**src/rtl/deser_pkg.sv**
```systemverilog
// ============================================================================
// Module      : deser_pkg
// Description : Shared word/queue constants and FSM state type for the
//               deserializer datapath.
// Revision    : 1.0 - initial release
// ============================================================================
`default_nettype none

package deser_pkg;

    localparam int WORD_W      = 8;
    localparam int QUEUE_DEPTH = 8;

    typedef enum logic [1:0] {
        RX   = 2'd0,
        WAIT = 2'd1,
        PUSH = 2'd2
    } deser_state_t;

endpackage

`default_nettype wire

```
**src/rtl/deserializer.sv**
```systemverilog
// ============================================================================
// Module      : deserializer
// Description : Serial-to-parallel front end. Assembles MSB-first words and
//               pushes each into the downstream byte queue.
// Revision    : 1.0 - initial release
// ============================================================================
`default_nettype none

module deserializer
    import deser_pkg::*;
#(
    parameter int WIDTH = WORD_W,
    parameter int DEPTH = QUEUE_DEPTH
) (
    input  logic             clock_10k,
    input  logic             reset,
    input  logic             data_in,
    input  logic             write_in,
    input  logic [3:0]       queue_len_in,
    output logic [WIDTH-1:0] data_out,
    output logic             enq_out,
    output logic             status_out,
    output logic             err_out
);

    localparam int CNT_W = $clog2(WIDTH);
    localparam logic [CNT_W-1:0] c_LAST_BIT = CNT_W'(WIDTH - 1);
    localparam logic [3:0]       c_DEPTH    = 4'(DEPTH);

    deser_state_t     r_state;
    logic [WIDTH-1:0] r_shreg;
    logic [CNT_W-1:0] r_cnt;
    logic [WIDTH-1:0] r_data;
    logic             r_enq;
    logic             r_status;
    logic             r_err;

    logic [WIDTH-1:0] w_shifted;

    assign w_shifted = {r_shreg[WIDTH-2:0], data_in};

    always_ff @(posedge clock_10k) begin
        if (reset) begin
            r_state  <= RX;
            r_shreg  <= '0;
            r_cnt    <= '0;
            r_data   <= '0;
            r_enq    <= 1'b0;
            r_status <= 1'b1;
            r_err    <= 1'b0;
        end else begin
            // Bits offered while a word is still waiting to leave are dropped.
            r_err <= write_in && (r_state != RX);
            case (r_state)
                RX: begin
                    if (write_in) begin
                        r_shreg <= w_shifted;
                        r_cnt   <= r_cnt + 1'b1;
                        if (r_cnt == c_LAST_BIT) begin
                            r_data   <= w_shifted;
                            r_status <= 1'b0;
                            r_state  <= WAIT;
                        end
                    end
                end
                WAIT: begin
                    if (queue_len_in < c_DEPTH) begin
                        r_enq   <= 1'b1;
                        r_state <= PUSH;
                    end
                end
                PUSH: begin
                    r_enq    <= 1'b0;
                    r_status <= 1'b1;
                    r_state  <= RX;
                end
                default: begin
                    r_enq    <= 1'b0;
                    r_status <= 1'b1;
                    r_state  <= RX;
                end
            endcase
        end
    end

    assign data_out   = r_data;
    assign enq_out    = r_enq;
    assign status_out = r_status;
    assign err_out    = r_err;

endmodule

`default_nettype wire

```
**config.mk**
```make
export PLATFORM = sky130hd
export DESIGN_NAME = deserializer
export DESIGN_NICKNAME = d
export VERILOG_FILES = /design/src/rtl/deser_pkg.sv /design/src/rtl/deserializer.sv
export SDC_FILE = /design/constraint.sdc
export NUM_CORES = 1
export LEC_CHECK = 0
export ABC_AREA = 1
export BUFFER_PORTS_ARGS = -buffer_cell sky130_fd_sc_hd__buf_2
export CAP_MARGIN = 10
export CORE_AREA = 2 2 46 48
export DETAILED_ROUTE_END_ITERATION = 6
export DIE_AREA = 0 0 48 50
export PLACE_DENSITY_LB_ADDON = 0.12
export SETUP_SLACK_MARGIN = 0.02
export SLEW_MARGIN = 40
export SYNTH_ARGS = -nofsm -noshare
export SYNTH_HDL_FRONTEND = slang
export SYNTH_SLANG_ARGS = --single-unit
```
**constraint.sdc**
```tcl
create_clock -name clock_10k -period 1.41 [get_ports clock_10k]
set_input_delay 0.2115 -clock clock_10k [delete_from_list [all_inputs] [get_ports clock_10k]]
set_output_delay 0.2115 -clock clock_10k [all_outputs]
set_load 0.02 [all_outputs]
```
# Word level (Yosys, flattened, before mapping)
# Index checks and enable logic that the tools add are counted.
# word_totals
reg_bits	23
output_inout_bits	11
elab_cells	33
# classes
n_addsub	1
magnitude_cmp	1
eq_ne	5
mux	9
bitwise	2
reduce_logical	8
# op_table
op	n
3-bit AND reduction	3
2-bit two-way mux	3
2-bit inequality test (second input constant)	3
4-bit < comparator (second input constant)	1
1-bit case mux with 2 select lines	2
2-bit case mux with 2 select lines	1
2-bit AND reduction	2
3-bit by 1-bit adder with 3-bit output (second input constant)	1
3-bit == test (second input constant)	1
1-bit two-way mux	3
2-bit by 1-bit == test with 1-bit output (second input constant)	1
2-bit logical NOT	1
1-bit inverter	2
2-bit nonzero test	1
1-bit logical AND	1

# Logic depth before layout (Yosys ltp)
# Gate-level depths: netlist of run 1.
# depth
ltp_word	4
ltp_mapped	9
depth_no_buf	8

# Least setup slack after synthesis of run 1
# OpenSTA, ideal clock, no wires.
# synth_path
path_kind	reg2reg
start	reg r_cnt[0]
end	reg r_data[1] (netlist: data_out[1])
arrival_time_ns	1.125
required_time_ns	1.297
setup_slack_ns	0.172
path_stages_with_launch	10
n_path_buf	1
period_less_slack_ns	1.238
cell_sequence	dfxtp_1 > ha_1 > ha_1 > nand2_1 > inv_1 > nand2_2 > buf_6 > nand2_1 > nand2_1 > nor2_1
# synth_between
elab_chain_len	2
# synth_rtl
element	line_no	text
from (decl)	deserializer.sv:32	logic [CNT_W-1:0] r_cnt;
from (signal assigned)	deserializer.sv:58	r_cnt <= r_cnt + 1'b1;
3-bit == test	deserializer.sv:59	if (r_cnt == c_LAST_BIT) begin
3-bit AND reduction (no source line)	--	
to (signal assigned)	deserializer.sv:60	r_data <= w_shifted;
to (decl)	deserializer.sv:33	logic [WIDTH-1:0] r_data;
# Every way passes these cells.
# A chain may end at the register's enable or synchronous reset.

# Final worst setup path of run 1
# layout_path
start	reg r_cnt[0]
end	reg r_data[7] (netlist: data_out[7])
# The elaborated chain is that of the path after synthesis.

==> run_results.csv, run 1 <==
group,metric,value,unit
sta,finalSetupViolCount,0,
sta,final-hold-violation-count,0,
sta,fmax,0.777,GHz
clock_network,ctsHtreeMaxLevel,1,
layout,regArea,460,µm²
layout,layout-drive-gt1-share,0.189,
global_route,grt_max_degree,16,
worst_setup_path,crit_required,1640,ps
worst_setup_path,crit_type,"reg2reg",
drt,drt-wirelength-per-cell,9.56,µm
sta,timing.final.crit_period,1290,ps
worst_setup_path,critPathLaunchType,"flip-flop",
power,p_leak,0.574,nW
synth,synth_top_area_share,0.485,
clock_network,clock_latency,310,ps
sta,finalWorstSetupSlack,123,ps
die,ios,19,
worst_setup_path,cp.arrival,1510,ps
power,seqPwrFrac,0.631,
synth,synth_commonest_cells,"nor2_1 (34), nand2_1 (26), dfxtp_1 (23)",
die,die_h,50,µm
clock_network,cts_tree,"built",
worst_setup_path,critPathMaxFanout,6,
power,switchingPower,0.000264,W
synth,synthTopCellsByArea,"dfxtp_1 (49%), nor2_1 (13%), nand2_1 (10%)",
global_route,grt_use_total,0.169,
synth,synth_seq_cells,23,
power,power.density_cell_area,983,nW/µm²
sta,rsz0062_at_grt,"no",
synth,synth.most_common_cell,"nor2_1",
die,initial_utilization,0.499,
clock_network,cts-root-buf,"clkbuf_4",
clock_network,clock-sinks,23,
die,die_w,48,µm
synth,netlist_instances,128,
clock_network,hold_buffers,0,
global_route,grt_pass1_wl,2.88,mm
clock_network,cts.repair.resized,0,
layout,n_fill_cell,209,
drt,first_pass_iters,3,
layout,syn_to_final_growth,16.4,%
power,comb_power_share,0.090,
layout,instances_no_fill,175,
synth,yosysSeqAreaShare,0.485,
power,internal_power,0.000822,W
clock_network,cts_buffers,3,
worst_setup_path,max_stage_delay,350,ps
clock_network,post_cts_buffers,0,
global_route,overflow,0,
synth,synth-async-reset-ratio,0,
layout,diodes,0,
clock_network,clkTransAtPathRegs,120,ps
synth,synth-edff-count,0,
die,core,1900,µm²
worst_setup_path,crit_path_frequent_cell,"ha_1",
worst_setup_path,cp-end-kind,"flip-flop",
synth,synthesis.area,948,µm²
drt,ant_nets,0,
sta,tns,0,ps
drt,drt_iter0_markers,7,
synth,syn_nets,138,
power,power,0.00109,W
placed_design,post-place-cells,171,
worst_setup_path,crit_chain,"ha_1, ha_1, nand2_1, inv_1, buf_4, a21oi_1, nor2_1",
drt,drc,0,
synth,syn_area_per_cell,7.41,µm²
layout,final_nets,159,
job,max-cap-violations,0,
power,irDropWorstVdd,0.630,mV
sta,finalMaxSlewViolations,0,
worst_hold_path,hp-class,"in2reg",
placed_design,place_hpwl,1.18,mm
synth,yosys.area.top_type,"dfxtp_1",
clock_network,cts_buffer_depth,2,
drt,vias,807,
drt,wl,1.67,mm
drt,vias_per_cell,4.61,
power,swShare,0.243,
die,dieArea,2400,µm²
synth,synth-warning-count,0,
status,status,"finished clean",
global_route,grt_pass1_vias,684,
worst_setup_path,cp_slowest_cell,"dfxtp_1",
die,rows,16,
sta,skew,5.33,ps
placed_design,routabilityCongestion,0.787,
placed_design,port_buffers,15,
layout,multi_input_area,413,µm²
sta,fin_crit_sh,0.913,
layout,utilization,0.580,
global_route,grt_antenna_before_repair,0,
sta,maxSlewHeadroom,0.805,
placed_design,pre_cts_ws,90.5,ps
power,p_clk_frac,0.280,
sta,worst_pin_slew,292,ps
synth,yosysUniqueCellTypes,17,
worst_setup_path,crit_family,"adder cells",
worst_setup_path,crit_buf_inv,2,
synth,ys.flop_type,"dfxtp_1",
## path summary, 6_finish.rpt
check / from / endpoint / slack (ps) / depth (start not counted)
worst max-delay path: r_cnt[0]$_SDFFE_PP0P_ / data_out[7]$_SDFFE_PP0P_ / 120 / 7
worst min-delay path: reset / r_state[0]$_SDFFE_PP0P_ / 70 / 2
worst max register to register: r_cnt[0]$_SDFFE_PP0P_ / data_out[7]$_SDFFE_PP0P_ / 120 / 7
worst min register to register: enq_out$_SDFFE_PP0P_ / enq_out$_SDFFE_PP0P_ / 450 / 2
## power by group through the flow
stage               clock network [W]  logic [W]  registers [W]
global placement                    0  0.0000953       0.000699
CTS                          0.000322  0.0000988       0.000685
floorplan                           0  0.0000689       0.000699
global route                 0.000350   0.000112       0.000689
finish                       0.000303  0.0000972       0.000685
detailed placement                  0  0.0000976       0.000700
## layer usage
metal / track usage / share of wire
met5: 0 / 0
met4: 0.0946 / 0.027
met1: 0.229 / 0.49
met3: 0.0440 / 0.039
met2: 0.236 / 0.44
## placed cells by master, fill, tap and decap left out, types with 3 or more instances in the layout
| cell | count |
|---|---|
| nor2_1 | 34 |
| buf_2 | 15 |
| inv_1 | 13 |
| clkbuf_4 | 3 |
| nand3_1 | 7 |
| a21oi_1 | 5 |
| buf_4 | 6 |
| dfxtp_1 | 23 |
| nand2_1 | 26 |
| nand3b_1 | 8 |
## kinds of logic after synthesis
group           synth area share
simple gates               0.372
flops                      0.485
buf+inv                   0.0844
compound gates            0.0317
fa+ha+maj                 0.0264
## per-stage QoR
stage / instance area (µm²) / hold WS [ps]
2_1_floorplan: 948 / 281
3_3_place_gp: 1070 / 405
3_5_place_dp: 1070 / 404
4_1_cts: 1100 / 53.7
5_1_grt: 1100 / 59.9
6_report: 1100 / 67.3
## state kept, by name, indices dropped and copies added, names as in the netlist
name / count
r_cnt: 3
err_out: 1
enq_out: 1
status_out: 1
data_out: 8
r_shreg: 7
r_state: 2
## final cells by class
cell class | count | share of cell area
multi-input combinational | 87 | 0.374
tap | 27 | 0.0306
inverter | 13 | 0.0442
clock inverter | 1 | 0.00454
sequential | 23 | 0.417
timing repair buffer | 21 | 0.109
clock buffer | 3 | 0.0204
(Power assumes the default switching activity.)
==> run 2: changes to the inputs <==
--- a/config.mk
+++ b/config.mk
@@ -8,9 +8,9 @@
 export ABC_AREA = 1
 export BUFFER_PORTS_ARGS = -buffer_cell sky130_fd_sc_hd__buf_2
 export CAP_MARGIN = 10
-export CORE_AREA = 2 2 46 48
+export CORE_AREA = 2 2 45 47
 export DETAILED_ROUTE_END_ITERATION = 6
-export DIE_AREA = 0 0 48 50
+export DIE_AREA = 0 0 47 49
 export PLACE_DENSITY_LB_ADDON = 0.12
 export SETUP_SLACK_MARGIN = 0.02
 export SLEW_MARGIN = 40
==> constraint.sdc (replaced) <==
create_clock -name clock_10k -period 1.6 [get_ports clock_10k]
set_input_delay 0.24 -clock clock_10k [delete_from_list [all_inputs] [get_ports clock_10k]]
set_output_delay 0.24 -clock clock_10k [all_outputs]
set_load 0.02 [all_outputs]
==> run_results.csv, run 2 (synthesis gave the netlist of run 1 again) <==
group,metric,value,unit
status,status,"finished clean",
clock_network,cts_buffers,3,
clock_network,post_cts_buffers,0,
sta,finalSetupViolCount,0,
drt,vias_per_cell,4.51,
sta,maxSlewHeadroom,0.796,
clock_network,cts_buffer_depth,2,
job,max-cap-violations,0,
worst_setup_path,crit_family,"simple AND/OR/NAND/NOR gates",
sta,fin_crit_sh,0.885,
layout,syn_to_final_growth,14.1,%
global_route,grt_max_degree,14,
die,die_h,49,µm
clock_network,clock-sinks,23,
worst_setup_path,cp_slowest_cell,"dfxtp_1",
power,p_leak,0.561,nW
placed_design,routabilityCongestion,0.767,
worst_setup_path,crit_buf_inv,1,
clock_network,clock_latency,310,ps
sta,tns,0,ps
worst_setup_path,crit_chain,"ha_1, ha_1, nand2_1, inv_1, nand2_2, nand2_1, nand2_1, nor2_1",
worst_setup_path,critPathMaxFanout,11,
worst_setup_path,crit_type,"reg2reg",
global_route,grt_pass1_wl,2.88,mm
global_route,grt_antenna_before_repair,0,
sta,skew,5.19,ps
sta,worst_pin_slew,306,ps
sta,timing.final.crit_period,1420,ps
sta,fmax,0.706,GHz
clock_network,clkTransAtPathRegs,120,ps
sta,finalMaxSlewViolations,0,
die,ios,19,
die,initial_utilization,0.515,
drt,wl,1.65,mm
clock_network,ctsHtreeMaxLevel,1,
die,die_w,47,µm
power,power,0.000952,W
worst_setup_path,cp.arrival,1630,ps
die,core,1840,µm²
worst_setup_path,cp-end-kind,"flip-flop",
placed_design,port_buffers,15,
drt,drt_iter0_markers,8,
die,dieArea,2300,µm²
drt,drc,0,
worst_setup_path,crit_required,1810,ps
drt,vias,780,
layout,final_nets,157,
clock_network,cts-root-buf,"clkbuf_4",
layout,largest_reg_flops,8,
clock_network,hold_buffers,0,
worst_setup_path,critPathLaunchType,"flip-flop",
clock_network,cts.repair.resized,0,
layout,layout_commonest_cell,"nor2_1",
layout,mostFrequentLayoutCells,"nor2_1 (34), nand2_1 (26), dfxtp_1 (23), buf_2 (15), inv_1 (13)",
global_route,grt_pass1_vias,671,
clock_network,cts_tree,"built",
placed_design,place_hpwl,1.16,mm
worst_hold_path,hp-class,"in2reg",
sta,rsz0062_at_grt,"no",
power,power.density_cell_area,880,nW/µm²
drt,drt-wirelength-per-cell,9.56,µm
global_route,grt_use_total,0.171,
die,rows,16,
layout,diodes,0,
sta,final-hold-violation-count,0,
drt,first_pass_iters,4,
worst_setup_path,crit_path_frequent_cell,"nand2_1",
layout,layout-drive-gt1-share,0.171,
worst_setup_path,max_stage_delay,350,ps
power,irDropWorstVdd,0.465,mV
drt,ant_nets,0,
global_route,overflow,0,
## run 2: changes by cell type in the layout (fill, tap and decap cells not counted), sizes merged
| cell | delta |
|---|---|
| clkbuf | +1 |
| clkinv | -1 |
| buf | -2 |
## run 2: area by class of cell
type                       count  area (µm²)
clock buffer                   4        26.3
fill                         187         759
inverter                      13        48.8
multi-input combinational     87         408
sequential                    23         460
tap                           27        33.8
timing repair buffer          19         105
## run 2: final timing paths
| path | startpoint | to | slack, ps | depth (start not counted) |
|---|---|---|---|---|
| max reg2reg | r_cnt[0]$_SDFFE_PP0P_ | data_out[5]$_SDFFE_PP0P_ | 180 | 8 |
| min reg2reg | enq_out$_SDFFE_PP0P_ | enq_out$_SDFFE_PP0P_ | 450 | 2 |
| max | r_cnt[0]$_SDFFE_PP0P_ | data_out[5]$_SDFFE_PP0P_ | 180 | 8 |
| min | reset | r_state[0]$_SDFFE_PP0P_ | 100 | 2 |
## run 2: layer usage
metal,routed length (µm),global-route usage
met1,800,0.230
met2,765,0.251
met3,59,0.0333
met4,29,0.0926
met5,0,0
## run 2: power by group
group          internal, W  leakage [nW]  switching (W)
sequential        0.000592         0.188      0.0000109
clock            0.0000973        0.0150       0.000166
combinational    0.0000377         0.358      0.0000480
total             0.000727         0.561       0.000225
## run 2: stage by stage
stage	instance area [µm²]	utilization	hold slack [ps]	cells	worst slack [ps]
after global routing	1080	0.588	86.8	173	30.3
final	1080	0.588	102	173	185
after floorplan	948	-	309	128	362
after CTS	1080	0.588	88.3	173	184
after detailed placement	1060	0.573	434	169	208
after global placement	1060	0.573	432	169	241
==> run 3: changes to the inputs <==
--- a/config.mk
+++ b/config.mk
@@ -8,9 +8,10 @@
 export ABC_AREA = 1
 export BUFFER_PORTS_ARGS = -buffer_cell sky130_fd_sc_hd__buf_2
 export CAP_MARGIN = 10
-export CORE_AREA = 2 2 45 47
+export CORE_AREA = 2 2 44 46
+export CTS_BUF_LIST = sky130_fd_sc_hd__clkbuf_4 sky130_fd_sc_hd__clkbuf_8
 export DETAILED_ROUTE_END_ITERATION = 6
-export DIE_AREA = 0 0 47 49
+export DIE_AREA = 0 0 46 48
 export PLACE_DENSITY_LB_ADDON = 0.12
 export SETUP_SLACK_MARGIN = 0.02
 export SLEW_MARGIN = 40
==> run_results.csv, run 3 (synthesis gave the netlist of run 1 again) <==
group,metric,value,unit
die,core,1690,µm²
sta,worst_pin_slew,306,ps
clock_network,clkTransAtPathRegs,120,ps
clock_network,cts_tree,"built",
power,power,0.000968,W
worst_setup_path,crit_start,"r_cnt[0]$_SDFFE_PP0P_",
status,status,"finished clean",
worst_setup_path,cp.arrival,1570,ps
job,max-cap-violations,0,
worst_setup_path,critPathLaunchType,"flip-flop",
layout,layout_commonest_cell,"nor2_1",
placed_design,place_hpwl,1.09,mm
global_route,grt_max_degree,21,
sta,finalSetupViolCount,0,
clock_network,cts_buffers,3,
power,p_leak,0.557,nW
layout,largest_reg_flops,8,
worst_setup_path,crit_required,1820,ps
global_route,overflow,0,
layout,utilization,0.631,
drt,vias_per_cell,4.84,
layout,final_nets,156,
worst_setup_path,critPathMaxFanout,11,
worst_setup_path,rr_endpoint,"data_out[5]$_SDFFE_PP0P_",
die,dieArea,2210,µm²
global_route,grt_antenna_before_repair,0,
die,ios,19,
die,die_w,46,µm
layout,syn_to_final_growth,12.4,%
worst_setup_path,cp-end-kind,"flip-flop",
clock_network,clock_latency,310,ps
drt,ant_nets,0,
layout,layout-drive-gt1-share,0.179,
drt,drt-wirelength-per-cell,10.3,µm
sta,fmax,0.736,GHz
sta,tns,0,ps
global_route,grtUsageMet3,0.0453,
drt,drt_iter0_markers,6,
sta,maxSlewHeadroom,0.796,
sta,final-hold-violation-count,0,
clock_network,post_cts_buffers,0,
worst_setup_path,r2r_start,"r_cnt[0]$_SDFFE_PP0P_",
worst_setup_path,crit_type,"reg2reg",
drt,first_pass_iters,3,
die,initial_utilization,0.561,
die,rows,15,
drt,vias,784,
clock_network,clock-sinks,23,
global_route,grtUsageMet2,0.256,
die,die_h,48,µm
sta,rsz0062_at_grt,"no",
layout,mostFrequentLayoutCells,"nor2_1 (34), nand2_1 (26), dfxtp_1 (23), buf_2 (15), inv_1 (12)",
sta,fin_crit_sh,0.849,
layout,n_fill_cell,159,
global_route,grt_busiest_layer,"met2",
worst_setup_path,reg2reg_setup_slack,240,ps
worst_setup_path,reg2reg_depth,7,
placed_design,port_buffers,15,
drt,drc,0,
global_route,use_met1,0.201,
clock_network,cts-root-buf,"clkbuf_4",
power,irDropWorstVdd,0.572,mV
global_route,grt_pass1_wl,2.54,mm
drt,wl,1.67,mm
power,power.density_cell_area,908,nW/µm²
clock_network,cts_buffer_depth,2,
placed_design,routabilityCongestion,0.791,
global_route,grt_use_total,0.164,
clock_network,ctsHtreeMaxLevel,1,
sta,finalMaxSlewViolations,0,
sta,timing.final.crit_period,1360,ps
sta,skew,2.84,ps
worst_hold_path,hp-class,"in2reg",
layout,diodes,0,
global_route,grt_pass1_vias,603,
sta,finalWorstSetupSlack,242,ps
worst_setup_path,crit_path_end,"data_out[5]$_SDFFE_PP0P_",
placed_design,pre_cts_ws,213,ps
run 3: cell types whose count changed in the layout (fill, tap and decap cells not counted), sizes merged:
cell,previous run,this run
buf,19,18
run 3: area by class of cell:
| cell class | instances | area [µm²] | share of cell area |
|---|---|---|---|
| multi-input cells | 87 | 408 | 0.383 |
| inverters | 13 | 48.8 | 0.0458 |
| well taps | 17 | 21.3 | 0.0200 |
| flip-flops and latches | 23 | 460 | 0.432 |
| repair buffers | 18 | 97.6 | 0.0915 |
| clock buffers | 4 | 30.0 | 0.0282 |
run 3: where the power goes:
part,leakage (nW),switching [W],internal (W)
Sequential,0.188,0.0000113,0.000592
Combinational,0.351,0.0000484,0.0000365
Clock,0.0184,0.000166,0.000114
Total,0.557,0.000225,0.000743
run 3: routing by layer:
| layer | up-vias | part of all wire |
|---|---|---|
| met5 | - | 0 |
| met3 | 4 | 0.031 |
| met4 | 0 | 0.019 |
| li1 | 428 | - |
| met2 | 17 | 0.43 |
| met1 | 335 | 0.52 |
run 3: repair_timing:
item,CTS,global route
resized for setup,0,1
endpoints found under the setup margin,0,2
hold buffers,0,0
run 3: worst max-delay path: stages (launching register included):
cell	delay [ps]
dfxtp_1	390
ha_1	170
ha_1	130
nand2_1	80
inv_2	130
nand2_2	160
nor2_1	150
nor2_1	60
run 3: how the worst min path moves through the flow:
stage,from,to,slack (ps),depth (start not counted)
floorplan,reset,r_state[0]$_SDFFE_PP0P_,310,1
global placement,enq_out$_SDFFE_PP0P_,enq_out$_SDFFE_PP0P_,430,2
detailed placement,enq_out$_SDFFE_PP0P_,enq_out$_SDFFE_PP0P_,440,2
CTS,reset,r_state[0]$_SDFFE_PP0P_,90,2
global route,reset,r_state[0]$_SDFFE_PP0P_,90,2
finish,reset,r_state[0]$_SDFFE_PP0P_,110,2
run 3: metrics by stage:
| stage | cell area [µm²] | instances | hold slack (ps) |
|---|---|---|---|
| global placement | 1040 | 158 | 432 |
| floorplan | 948 | 128 | 309 |
| CTS | 1070 | 162 | 92.6 |
| finish | 1070 | 162 | 110 |
| detailed placement | 1040 | 158 | 437 |
| global route | 1070 | 162 | 87.0 |
